File: config.mk
export PLATFORM = sky130hd
export DESIGN_NAME = alu_cond_flags_stage
export DESIGN_NICKNAME = d
export VERILOG_FILES = /design/src/rtl/alu_cond_flags_stage.sv
export SDC_FILE = /design/constraint.sdc
export NUM_CORES = 1
export LEC_CHECK = 0
export CORE_UTILIZATION = 36
export CTS_BUF_LIST = sky130_fd_sc_hd__clkbuf_8
export DETAILED_ROUTE_END_ITERATION = 10
export PLACE_DENSITY = 0.88
export SYNTH_ARGS = -nofsm -noshare
export SYNTH_HDL_FRONTEND = slang
export SYNTH_SLANG_ARGS = --single-unit
File: constraint.sdc
create_clock -name clk -period 1.8 [get_ports clk]
set_input_delay 0.18 -clock clk [delete_from_list [all_inputs] [get_ports clk]]
set_output_delay 0.18 -clock clk [all_outputs]
set_load 0.05 [all_outputs]
File: src/rtl/alu_cond_flags_stage.sv
// Execute-stage flag register and condition evaluator for the ARMv4 ALU.
// Commits CNVZ under S-bit/opcode rules and registers the ALU result into EX/MEM.
module alu_cond_flags_stage #(
   parameter int unsigned WIDTH = 32,
   parameter int unsigned RW    = 4
) (
   input  logic             clk,
   input  logic             reset,
   input  logic             valid_i,
   input  logic             stall_i,
   input  logic             flush_i,
   input  logic [3:0]       cond_i,
   input  logic             s_bit_i,
   input  logic [3:0]       alufun_i,
   input  logic [3:0]       alu_flags_i,
   input  logic             sh_c_valid_i,
   input  logic             sh_c_i,
   input  logic [WIDTH-1:0] result_i,
   input  logic [RW-1:0]    rd_i,
   output logic [3:0]       cnvz_o,
   output logic             cond_pass_o,
   output logic             valid_o,
   output logic             reg_we_o,
   output logic [WIDTH-1:0] result_o,
   output logic [RW-1:0]    rd_o
);

   localparam int unsigned FC = 3;
   localparam int unsigned FN = 2;
   localparam int unsigned FV = 1;
   localparam int unsigned FZ = 0;

   logic [3:0]       cnvz_q,   cnvz_d;
   logic             valid_q,  valid_d;
   logic             reg_we_q, reg_we_d;
   logic [WIDTH-1:0] result_q, result_d;
   logic [RW-1:0]    rd_q,     rd_d;

   logic cond_true;
   logic exec;
   logic set_flags;
   logic arith_op;
   logic no_writeback;

   // Condition field evaluated against the committed flags.
   always_comb begin
      cond_true = 1'b0;
      case (cond_i)
         4'b0000: cond_true = cnvz_q[FZ];
         4'b0001: cond_true = ~cnvz_q[FZ];
         4'b0010: cond_true = cnvz_q[FC];
         4'b0011: cond_true = ~cnvz_q[FC];
         4'b0100: cond_true = cnvz_q[FN];
         4'b0101: cond_true = ~cnvz_q[FN];
         4'b0110: cond_true = cnvz_q[FV];
         4'b0111: cond_true = ~cnvz_q[FV];
         4'b1000: cond_true = cnvz_q[FC] & ~cnvz_q[FZ];
         4'b1001: cond_true = ~cnvz_q[FC] | cnvz_q[FZ];
         4'b1010: cond_true = (cnvz_q[FN] == cnvz_q[FV]);
         4'b1011: cond_true = (cnvz_q[FN] != cnvz_q[FV]);
         4'b1100: cond_true = ~cnvz_q[FZ] & (cnvz_q[FN] == cnvz_q[FV]);
         4'b1101: cond_true = cnvz_q[FZ] | (cnvz_q[FN] != cnvz_q[FV]);
         4'b1110: cond_true = 1'b1;
         default: cond_true = 1'b0;
      endcase
   end

   // Opcode classes: TST/TEQ/CMP/CMN always set flags and never write back.
   always_comb begin
      no_writeback = (alufun_i[3:2] == 2'b10);
      set_flags    = s_bit_i | no_writeback;
      arith_op     = (alufun_i[3:1] == 3'b001) | (alufun_i[3:2] == 2'b01)
                   | (alufun_i[3:1] == 3'b101);
      exec         = valid_i & cond_true & ~flush_i & ~stall_i;
   end

   // Flag commit: logical ops keep V and take C from the shifter only when it produced one.
   always_comb begin
      cnvz_d = cnvz_q;
      if (exec && set_flags) begin
         if (arith_op) begin
            cnvz_d = alu_flags_i;
         end else begin
            cnvz_d[FN] = alu_flags_i[FN];
            cnvz_d[FZ] = alu_flags_i[FZ];
            cnvz_d[FV] = cnvz_q[FV];
            cnvz_d[FC] = sh_c_valid_i ? sh_c_i : cnvz_q[FC];
         end
      end
   end

   // EX/MEM boundary: flush beats stall; idle slots only clear the valid bits.
   always_comb begin
      valid_d  = valid_q;
      reg_we_d = reg_we_q;
      result_d = result_q;
      rd_d     = rd_q;
      if (flush_i) begin
         valid_d  = 1'b0;
         reg_we_d = 1'b0;
      end else if (!stall_i) begin
         valid_d  = exec;
         reg_we_d = exec & ~no_writeback;
         if (valid_i) begin
            result_d = result_i;
            rd_d     = rd_i;
         end
      end
   end

   always_ff @(posedge clk) begin
      if (reset) begin
         cnvz_q   <= 4'b0000;
         valid_q  <= 1'b0;
         reg_we_q <= 1'b0;
         result_q <= WIDTH'(0);
         rd_q     <= RW'(0);
      end else begin
         cnvz_q   <= cnvz_d;
         valid_q  <= valid_d;
         reg_we_q <= reg_we_d;
         result_q <= result_d;
         rd_q     <= rd_d;
      end
   end

   assign cnvz_o      = cnvz_q;
   assign cond_pass_o = valid_i & cond_true;
   assign valid_o     = valid_q;
   assign reg_we_o    = reg_we_q;
   assign result_o    = result_q;
   assign rd_o        = rd_q;

endmodule

==> reports/results.txt <==
Status = finished with violations
Failing checks = setup timing
Worst Path Required = 1620 ps
Tightest Pin Transition = 531.7 ps
Clk_lat worst skew = 280 ps
Met3 GRT Util = 0.05387
Sw Ratio = 0.2536
Synth Register Bits = 42
Max frequency = 500.1 MHz
Via/cell ratio = 4.692
Clock share of power = 0.342
Router iterations before antenna repair = 4
Largest net degree at the start of global routing = 37
Clock skew = 4.735 ps
CTS tree = yes
Unrepaired setup endpoints after global routing = yes
Synth cell types = 40
GR Overflow Total = 0
Final hold violation count = 0
CP arrival = 1820 ps
Total of max-cap violations = 0
Sequential area share after synthesis = 0.4612
Row count = 25
Full die area = 0.005352 mm2
Core Area = 0.004786 mm2
Period minus WS final = 2000 ps
Cell-internal power = 1625 uW
Crit share post-route = 1.111
Final setup margin = -199.6 ps
Vias in the first global route = 1,895
M2 GR Usage = 0.3693
Worst-path clk slew = 80 ps
Initial antenna violation count = 0
First-pass GRT wire length = 8404 um
Initial Util = 0.3809
Root buffer cell = clkbuf_8
Commonest non-fill, non-tap cells in the layout = clkdlybuf4s50_1, nand2_1, dfxtp_1
Fill cell count = 417
Area leader, netlist = dfxtp_1
Worst hold path class = in2reg
Layout area overhead = 75.15%
CTS max path bufs = 2
DR vias = 1,905
# hold bufs at CTS = 0
Final layout net count = 395
Ranking of synthesized cells by area = dfxtp_1, nand2_1, a21oi_1
Finished Cell Area = 0.003193 mm2
Average wire per standard cell = 12.67 um
Pleak = 0.001222 uW
Post-Synthesis Cells = 227
Gate power share = 0.214
N_diodes = 0
Critical Path Sink Type = output pin
Top-area cell type share of the netlist area = 0.4612
Dpl cells = 390
PortBufs = 97
I/O Pins = 99
TritonCTS Buffers = 5
Hpwl dp = 3540 um
Non-Filler Instances = 406
Die Width = 73.16 um
Post-DRT Antenna Nets = 0
Syn_area_per_cell = 8.031 um2
Peak VDD IR = 0.4975 mV
Most common cell after layout, fill and taps aside = clkdlybuf4s50_1
P per Cell Area = 681.9 mW/mm2
Final Wtd Congestion = 0.8881
DIE HEIGHT = 73.16 um
Met1 Track Usage GR = 0.2241
CP startpoint kind = register
Final wirelength = 5144 um
Starting DRT DRC Count = 32
Slew Limit Fails = 0
Setup-failing EPs final = 6
Synth warn = 0
Sequential power share = 0.444
Area post-placement = 0.002944 mm2
GR peak layer = met2
Area of the multi-input gates = 957.2 um2
Sink Count = 42
Post-Syn Nets = 283
Setup Crit Path Kind = reg2out
H-tree depth = 2
Reg area = 855.8 um2
DRC violations left = 0
Mapped cell area = 0.001823 mm2
CP max FO = 6
P_sw = 552.2 uW
Fraction of layout cells with a size suffix above 1 = 0.1416
Relative slew slack = 0.6445
All-Layer GR Usage = 0.2007
-- routing by layer --
metal / share of wire / up-vias / wire length (um)
li1: - / 985 / -
met3: 0.058 / 9 / 299
met4: 0.014 / 0 / 73
met1: 0.40 / 852 / 2040
met2: 0.53 / 59 / 2730
met5: 0 / - / 0
-- synth_stat cells, drive strengths merged --
cell and number:
a211oi 1, a21boi 1, a21o 1, a21oi 37, a221o 1, a22o 1, a2bb2oi 2, a311oi 1
and3b 1, and4bb 1, buf 4, clkbuf 11, dfxtp 42, inv 3, mux2i 6, nand2 75
nand2b 4, nand3 1, nand4bb 1, nor2 5, nor2b 6, nor3 2, nor3b 2, nor4bb 1
o211a 1, o21ai 6, o22ai 1, o31a 1, o31ai 1, o41ai 2, or2b 1, or3 1
or3b 1, or4 1, xor2 1
-- critical path, stage by stage (launching register included) --
cell	delay (ps)
dfxtp_4	380
and4bb_1	210
o41ai_2	380
a21boi_2	100
o31a_2	310
buf_8	150
-- repair_timing --
item | in CTS | in global routing
endpoints found under the setup margin | 7 | 9
pin swaps | 9 | 2
hold endpoints to repair | 0 | 0
setup buffers | 8 | 1
resized for setup | 14 | 6
-- power groups by stage --
stage / clock network, uW / logic (uW) / registers (uW)
2_1_floorplan: 0 / 125 / 1090
3_3_place_gp: 0 / 438 / 989
3_5_place_dp: 0 / 444 / 990
4_1_cts: 771 / 461 / 966
5_1_grt: 809 / 500 / 970
6_report: 744 / 466 / 967
-- kinds of logic after synthesis --
family | Yosys count | synth area share
AND/OR/NAND/NOR | 103 | 0.2594
AO/OA/AOI/OAI | 57 | 0.1977
flip-flops | 42 | 0.4612
buffers and inverters | 18 | 0.04392
multiplexers | 6 | 0.03295
XOR/XNOR | 1 | 0.004805
-- stage by stage --
stage | hold WS [ps] | utilization | total power [uW] | setup slack [ps] | TNS (ps)
finish | 437.1 | 0.6672 | 2177 | -199.6 | -493.3
global route | 432.7 | 0.6672 | 2279 | -273.6 | -1041
CTS | 423.6 | 0.6591 | 2199 | -202.6 | -472.2
detailed placement | 446.1 | 0.6152 | 1434 | -482.6 | -2906
global placement | 441.1 | 0.6152 | 1427 | -385.0 | -2253
floorplan | 258.5 | - | 1212 | -28.45 | -28.45
-- flip-flops by register name, summed over array words and instances, names as in the netlist --
| signal | flops |
|---|---|
| reg_we_o | 1 |
| cnvz_o | 4 |
| valid_o | 1 |
| rd_o | 4 |
| result_o | 32 |
-- area by class of cell --
| cell class | count | share of cell area |
|---|---|---|
| repair buffers | 120 | 0.3672 |
| multi-input cells | 167 | 0.2998 |
| flip-flops and latches | 42 | 0.2680 |
| well taps | 67 | 0.02625 |
| clock buffers | 6 | 0.02586 |
| clock inverters | 1 | 0.009404 |
| inverters | 3 | 0.003527 |
-- final timing paths --
path	end	from	slack (ps)	depth (start not counted)
setup / recovery	cond_pass_o	cnvz_o[2]	-200	5
hold / removal	result_o[3]	result_i[3]	440	3
setup reg to reg	reg_we_o	cnvz_o[2]	-80	8
hold reg to reg	result_o[8]	result_o[8]	450	2
Power figures use the tool's default switching activity.
